$ cat src/rtl/watch_pkg.sv
// Shared definitions for the watch time-keeping blocks: bin_time layout,
// field limits and calendar helpers (also used by set mode).
package watch_pkg;

  localparam int TIME_W     = 52;
  localparam int YEAR_W     = 12;
  localparam int FIELD_W    = 8;
  localparam int YEAR_LSB   = 40;
  localparam int MONTH_LSB  = 32;
  localparam int DAY_LSB    = 24;
  localparam int HOUR_LSB   = 16;
  localparam int MINUTE_LSB = 8;
  localparam int SECOND_LSB = 0;

  localparam logic [7:0]  MAX_SECOND = 8'd59;
  localparam logic [7:0]  MAX_MINUTE = 8'd59;
  localparam logic [7:0]  MAX_HOUR   = 8'd23;
  localparam logic [7:0]  MAX_MONTH  = 8'd12;
  localparam logic [11:0] MAX_YEAR   = 12'd4095;

  // Field order matches the bin_time bus, so a cast gives the decoded view.
  typedef struct packed {
    logic [11:0] year;
    logic [7:0]  month;
    logic [7:0]  day;
    logic [7:0]  hour;
    logic [7:0]  minute;
    logic [7:0]  second;
  } watch_time_t;

  function automatic logic is_leap(input logic [11:0] year);
    return ((year[1:0] == 2'b00) && ((year % 12'd100) != 12'd0)) ||
           ((year % 12'd400) == 12'd0);
  endfunction

  function automatic logic [7:0] days_in_month(input logic [7:0] month,
                                               input logic [11:0] year);
    logic [7:0] days;
    case (month)
      8'd4, 8'd6, 8'd9, 8'd11: days = 8'd30;
      8'd2:                    days = is_leap(year) ? 8'd29 : 8'd28;
      default:                 days = 8'd31;
    endcase
    return days;
  endfunction

endpackage

$ cat src/rtl/watch_time_counter_if.sv
// Load/readback bus between set mode (master) and the time counter (slave).
interface watch_time_counter_if;

  logic                        en_time;
  logic [watch_pkg::TIME_W-1:0] bin_time;
  logic [11:0]                 year;
  logic [7:0]                  month;
  logic [7:0]                  day;
  logic [7:0]                  hour;
  logic [7:0]                  minute;
  logic [7:0]                  second;
  logic                        sec_tick;
  logic                        ld_err;

  modport master (
    output en_time, bin_time,
    input  year, month, day, hour, minute, second, sec_tick, ld_err
  );

  modport slave (
    input  en_time, bin_time,
    output year, month, day, hour, minute, second, sec_tick, ld_err
  );

endinterface

$ cat src/rtl/watch_date_inc.sv
// Combinational next-date: advances the calendar date by one day when
// carry_in is set, with month/year rollover, leap years and year 4095->1 wrap.
module watch_date_inc
  import watch_pkg::*;
(
  input  logic [11:0] year_in,
  input  logic [7:0]  month_in,
  input  logic [7:0]  day_in,
  input  logic        carry_in,
  output logic [11:0] year_out,
  output logic [7:0]  month_out,
  output logic [7:0]  day_out
);

  always_comb begin
    year_out  = year_in;
    month_out = month_in;
    day_out   = day_in;
    if (carry_in) begin
      if (day_in >= days_in_month(month_in, year_in)) begin
        day_out = 8'd1;
        if (month_in >= MAX_MONTH) begin
          month_out = 8'd1;
          // Year 0 is not a valid date, so the top year wraps to 1.
          year_out  = (year_in == MAX_YEAR) ? 12'd1 : year_in + 12'd1;
        end else begin
          month_out = month_in + 8'd1;
        end
      end else begin
        day_out = day_in + 8'd1;
      end
    end
  end

endmodule

$ cat src/rtl/watch_time_counter.sv
// Calendar/time-of-day counter: advances one second per clk1sec rising edge
// and accepts validated loads from set mode.
module watch_time_counter
  import watch_pkg::*;
#(
  parameter logic [11:0] RST_YEAR   = 12'd2000,
  parameter logic [7:0]  RST_MONTH  = 8'd1,
  parameter logic [7:0]  RST_DAY    = 8'd1,
  parameter logic [7:0]  RST_HOUR   = 8'd0,
  parameter logic [7:0]  RST_MINUTE = 8'd0,
  parameter logic [7:0]  RST_SECOND = 8'd0
)
(
  input  logic                 clk,
  input  logic                 rst,
  input  logic                 clk1sec,
  watch_time_counter_if.slave  bus
);

  localparam watch_time_t RST_TIME =
    {RST_YEAR, RST_MONTH, RST_DAY, RST_HOUR, RST_MINUTE, RST_SECOND};

  logic        sync1, sync2, sync3;
  logic        tick;
  watch_time_t cur, nxt, ld;
  logic        ld_valid;
  logic        sec_wrap, min_wrap, hour_wrap;
  logic [11:0] inc_year;
  logic [7:0]  inc_month, inc_day;
  logic        sec_tick_q, ld_err_q;

  // clk1sec is asynchronous: two flops to resolve metastability, a third for the edge.
  always_ff @(posedge clk or negedge rst) begin
    if (!rst) begin
      sync1 <= 1'b0;
      sync2 <= 1'b0;
      sync3 <= 1'b0;
    end else begin
      sync1 <= clk1sec;
      sync2 <= sync1;
      sync3 <= sync2;
    end
  end

  assign tick = sync2 & ~sync3;

  assign sec_wrap  = (cur.second >= MAX_SECOND);
  assign min_wrap  = sec_wrap && (cur.minute >= MAX_MINUTE);
  assign hour_wrap = min_wrap && (cur.hour >= MAX_HOUR);

  watch_date_inc u_date_inc (
    .year_in   (cur.year),
    .month_in  (cur.month),
    .day_in    (cur.day),
    .carry_in  (hour_wrap),
    .year_out  (inc_year),
    .month_out (inc_month),
    .day_out   (inc_day)
  );

  always_comb begin
    nxt        = cur;
    nxt.second = sec_wrap ? 8'd0 : cur.second + 8'd1;
    if (sec_wrap) nxt.minute = min_wrap ? 8'd0 : cur.minute + 8'd1;
    if (min_wrap) nxt.hour = hour_wrap ? 8'd0 : cur.hour + 8'd1;
    nxt.year  = inc_year;
    nxt.month = inc_month;
    nxt.day   = inc_day;
  end

  assign ld = watch_time_t'(bus.bin_time);

  // Day limit is taken from the loaded month/year, not the current one.
  assign ld_valid = (ld.year != 12'd0) &&
                    (ld.month >= 8'd1) && (ld.month <= MAX_MONTH) &&
                    (ld.day >= 8'd1) && (ld.day <= days_in_month(ld.month, ld.year)) &&
                    (ld.hour <= MAX_HOUR) &&
                    (ld.minute <= MAX_MINUTE) &&
                    (ld.second <= MAX_SECOND);

  // A load strobe, accepted or not, swallows any coincident tick.
  always_ff @(posedge clk or negedge rst) begin
    if (!rst) begin
      cur        <= RST_TIME;
      sec_tick_q <= 1'b0;
      ld_err_q   <= 1'b0;
    end else begin
      sec_tick_q <= 1'b0;
      ld_err_q   <= 1'b0;
      if (bus.en_time) begin
        if (ld_valid) cur <= ld;
        else          ld_err_q <= 1'b1;
      end else if (tick) begin
        cur        <= nxt;
        sec_tick_q <= 1'b1;
      end
    end
  end

  assign bus.year     = cur.year;
  assign bus.month    = cur.month;
  assign bus.day      = cur.day;
  assign bus.hour     = cur.hour;
  assign bus.minute   = cur.minute;
  assign bus.second   = cur.second;
  assign bus.sec_tick = sec_tick_q;
  assign bus.ld_err   = ld_err_q;

endmodule

$ cat src/flat_wrapper.sv
// flat-port wrapper written by rule: the top's interface ports become plain ports
module watch_time_counter_flat import watch_pkg::*;
#(
  parameter logic [11:0] RST_YEAR   = 12'd2000,
  parameter logic [7:0]  RST_MONTH  = 8'd1,
  parameter logic [7:0]  RST_DAY    = 8'd1,
  parameter logic [7:0]  RST_HOUR   = 8'd0,
  parameter logic [7:0]  RST_MINUTE = 8'd0,
  parameter logic [7:0]  RST_SECOND = 8'd0
)
  (clk, rst, clk1sec, bus_en_time, bus_bin_time, bus_year, bus_month, bus_day, bus_hour, bus_minute, bus_second, bus_sec_tick, bus_ld_err);
  watch_time_counter_if bus_i ();
  input  logic clk;
  input  logic rst;
  input  logic clk1sec;
  input wire logic [$bits(bus_i.en_time)-1:0] bus_en_time;
  input wire logic [$bits(bus_i.bin_time)-1:0] bus_bin_time;
  output wire logic [$bits(bus_i.year)-1:0] bus_year;
  output wire logic [$bits(bus_i.month)-1:0] bus_month;
  output wire logic [$bits(bus_i.day)-1:0] bus_day;
  output wire logic [$bits(bus_i.hour)-1:0] bus_hour;
  output wire logic [$bits(bus_i.minute)-1:0] bus_minute;
  output wire logic [$bits(bus_i.second)-1:0] bus_second;
  output wire logic [$bits(bus_i.sec_tick)-1:0] bus_sec_tick;
  output wire logic [$bits(bus_i.ld_err)-1:0] bus_ld_err;
  assign bus_i.en_time = bus_en_time;
  assign bus_i.bin_time = bus_bin_time;
  assign bus_year = bus_i.year;
  assign bus_month = bus_i.month;
  assign bus_day = bus_i.day;
  assign bus_hour = bus_i.hour;
  assign bus_minute = bus_i.minute;
  assign bus_second = bus_i.second;
  assign bus_sec_tick = bus_i.sec_tick;
  assign bus_ld_err = bus_i.ld_err;
  watch_time_counter #(.RST_YEAR(RST_YEAR), .RST_MONTH(RST_MONTH), .RST_DAY(RST_DAY), .RST_HOUR(RST_HOUR), .RST_MINUTE(RST_MINUTE), .RST_SECOND(RST_SECOND)) u_core (.clk(clk), .rst(rst), .clk1sec(clk1sec), .bus(bus_i));
endmodule
$ cat config.mk
export PLATFORM = sky130hd
export DESIGN_NAME = watch_time_counter_flat
export DESIGN_NICKNAME = d
export VERILOG_FILES = /design/src/rtl/watch_pkg.sv /design/src/rtl/watch_time_counter_if.sv /design/src/rtl/watch_date_inc.sv /design/src/rtl/watch_time_counter.sv /design/src/flat_wrapper.sv
export SDC_FILE = /design/constraint.sdc
export NUM_CORES = 1
export LEC_CHECK = 0
export ABC_CLOCK_PERIOD_IN_PS = 6950
export CORE_MARGIN = 2
export CORE_UTILIZATION = 53
export CTS_CLUSTER_DIAMETER = 50
export DETAILED_ROUTE_END_ITERATION = 8
export HOLD_SLACK_MARGIN = 0.03
export PLACE_DENSITY = 0.82
export SYNTH_ARGS = -nofsm -noshare
export SYNTH_HDL_FRONTEND = slang
export SYNTH_SLANG_ARGS = --single-unit
$ cat constraint.sdc
create_clock -name clk -period 6.95 [get_ports clk]
set_clock_uncertainty 0.15 [all_clocks]
set_input_delay 2.085 -clock clk [delete_from_list [all_inputs] [get_ports clk]]
set_output_delay 2.085 -clock clk [all_outputs]
set_load 0.005 [all_outputs]
==> impl_metrics.csv <==
group,metric,value,unit
drt,highest_layer,"met4",
flow_run,maxCapViolCount,0,
clock_network,cts-buffers-inserted,9,
setup_path,r2r_start,"u_core.bus.year[11]",
global_route,grt_max_degree,58,
setup_path,critPathMaxStageDelay,340,ps
setup_path,cp_slowest_cell,"ha_2",
logic_synthesis,yosys-top-cells-area,"dfrtp_1 22%, o21ai_0 6.6%, a21oi_1 4.1%",
layout,layout_common_cells,"101 x clkdlybuf4s50_1, 89 x buf_4, 52 x o21ai_0",
drt,antenna_left,0,
setup_path,cp-startpoint,"bus_bin_time[47]",
drt,via_per_inst,6.55,
logic_synthesis,netlist_area,5510,um2
logic_synthesis,synth_edf_count,0,
setup_path,critPathTopFamily,"compound AO/OA/AOI/OAI gates",
drt,remaining_drc_errors,0,
sta,setup_violations,12,
layout,diodes,0,
layout,final_util,78.2,%
logic_synthesis,synth_top_area_share,22.3,%
worst_hold_path,hold_end,"u_core.sync2",
drt,drt_first_pass_iters,5,
drt,drt_wl_total,19.5,mm
place,placement.io_buffers,109,
floorplan,pin_count,110,
clock_network,cts_max_level,3,
logic_synthesis,seq_area_frac_synth,26.1,%
worst_hold_path,hp-start,"u_core.sync1",
layout,final_nets,943,
floorplan,die_x,106,um
setup_path,crit_fanout,9,
sta,min_period,7070,ps
logic_synthesis,synthCells,697,
global_route,grt_pass1_vias,6255,
layout,syn2layout_area_growth,44.6,%
layout,final_common_cell,"clkdlybuf4s50_1",
sta,setup_ws,-120,ps
clock_network,numClockSinks,57,
clock_network,clockRootBuffer,"clkbuf_8",
drt,wire_per_inst,19.2,um
setup_path,worstRegToRegCells,20,
setup_path,r2r_slack,750,ps
setup_path,cp.arrival,7180,ps
floorplan,dieArea,11200,um2
global_route,grt_pass1_wl,29.5,mm
place,gp_congestion,0.930,
drt,drt_iter0_drc,927,
sta,drv_slew,0,
sta,setup_tns,-596,ps
setup_path,cp.required,7060,ps
outcome,outcome,"finished, violations left",
setup_path,reg2reg_to,"u_core.bus.year[1]",
global_route,antenna_found_initial,0,
logic_synthesis,synth_area_leader_cell,"dfrtp_1",
global_route,grt_util_all_layers,31.9,%
clock_network,insertion_delay,360,ps
pwr,peakVddDrop,112,uV
sta,fin_crit_sh,102,%
logic_synthesis,yosysUniqueCellTypes,99,
setup_path,cp-end-kind,"register",
setup_path,critPathBufInv,7,
logic_synthesis,synth_area_per_cell,7.90,um2
drt,vias,6638,
worst_hold_path,whs_path_depth,0,
floorplan,coreArea,10200,um2
drt,wl_met3,1.46,mm
setup_path,start_kind,"input port",
sta,tightest_slew,1020,ps
floorplan,initial_core_util,54.1,%
sta,fmax,0.141,GHz
floorplan,num_rows,37,
clock_network,clkTransAtPathRegs,70,ps
logic_synthesis,synth-main-ff-cell,"dfrtp_1",
layout,drive_gt1_share,26.0,%
global_route,grt.overflow.total,0,
floorplan,die_h,106,um
clock_network,cts_max_path_buffers,2,
sta,slew_headroom,31.8,%
logic_synthesis,async_reset_ff_share,100,%
drt,drt-met1-wl,7.70,mm
logic_synthesis,syn_nets,767,
worst_hold_path,min_path_type,"reg -> reg",
setup_path,critical_path_class,"in -> reg",
place,hpwl,12.9,mm
sta,finalHoldViolCount,0,
pwr,leakagePower,0.00324,uW
logic_synthesis,ys_warn_count,0,
outcome,violations,"negative setup slack",
logic_synthesis,ys_ff_latch,57,
sta,rsz0062_at_grt,"yes",
clock_network,cts_tree,"built",
pwr,powerDensity,182,nW/um2
drt,met2RoutedLength,9.69,mm
clock_network,ctsHoldBuffers,0,
-- kinds of logic after synthesis --
group           share of synthesized area [%]
simple gates                             26.7
compound gates                           32.5
buf+inv                                  7.02
flops                                    26.1
mux                                      3.09
fa+ha+maj                                3.36
xor+xnor                                 1.25
-- state kept, by name (all words and copies together), names as in the netlist --
name,count
u_core.bus.ld_err,1
u_core.sync3,1
u_core.bus.minute,8
u_core.bus.day,8
u_core.bus.month,8
u_core.sync1,1
u_core.sync2,1
u_core.bus.sec_tick,1
u_core.bus.hour,8
u_core.bus.year,12
u_core.bus.second,8
-- report_power, final --
group | switching (uW) | internal, uW
Combinational | 295 | 321
Sequential | 71.0 | 377
Clock | 165 | 217
-- per-layer routing --
metal / GRT usage [%] / up-vias
li1: - / 3001
met1: 40.3 / 3176
met2: 55.0 / 390
met3: 4.97 / 71
met4: 12.1 / 0
met5: 0 / -
-- synthesized netlist by cell type, types with 5 or more instances --
cell	n
o21ai_0	73
nor2_1	56
dfrtp_1	49
a21oi_1	45
nand2_1	40
inv_1	29
nand3_1	26
nor3_1	25
clkbuf_1	22
and2_1	21
buf_2	15
a31oi_1	14
ha_1	14
and3_1	13
a32oi_1	12
nor2b_1	11
a211oi_1	9
buf_4	9
nor4_1	9
o211ai_1	9
or3_1	9
dfstp_2	8
nand2b_1	7
mux2i_1	6
nand4b_1	6
o22ai_1	6
a21boi_0	5
a221oi_1	5
mux2_2	5
nand3b_1	5
nand4_1	5
nor3b_1	5
o221ai_1	5
o32a_1	5
or2_2	5
xnor2_1	5
-- metrics by stage --
stage	cell area (um2)	total power (uW)	hold slack (ps)	instances	worst slack (ps)
6_report	7960	1450	206	1014	-120
5_1_grt	7960	1510	219	1014	-381
4_1_cts	7640	1390	209	999	12.4
3_5_place_dp	7070	973	200	963	-846
2_1_floorplan	5560	728	181	697	14.1
3_3_place_gp	7070	953	185	963	-782
-- cell type report --
class,count,area [um2]
timing repair buffer,214,1970
tap,136,170
fill,681,2220
clock inverter,6,95.1
sequential,57,1440
inverter,30,113
clock buffer,10,138
multi-input combinational,561,4040
-- worst max path at each step --
stage | cells after the start | to | slack, ps
2_1_floorplan | 24 | u_core.bus.year[9] | 10
3_3_place_gp | 24 | u_core.bus.year[1] | -780
3_5_place_dp | 24 | u_core.bus.year[1] | -850
4_1_cts | 29 | u_core.bus.year[5] | 10
5_1_grt | 30 | u_core.bus.year[5] | -380
6_report | 30 | u_core.bus.year[5] | -120
-- repair_timing --
item / 4_1_cts / 5_1_grt
cloned: 3 / 1
setup buffers: 17 / 17
endpoints found under the setup margin: 43 / 44
gates resized for setup: 51 / 83
pin swaps: 25 / 35
Note: power is estimated with default switching activity, not from simulation.
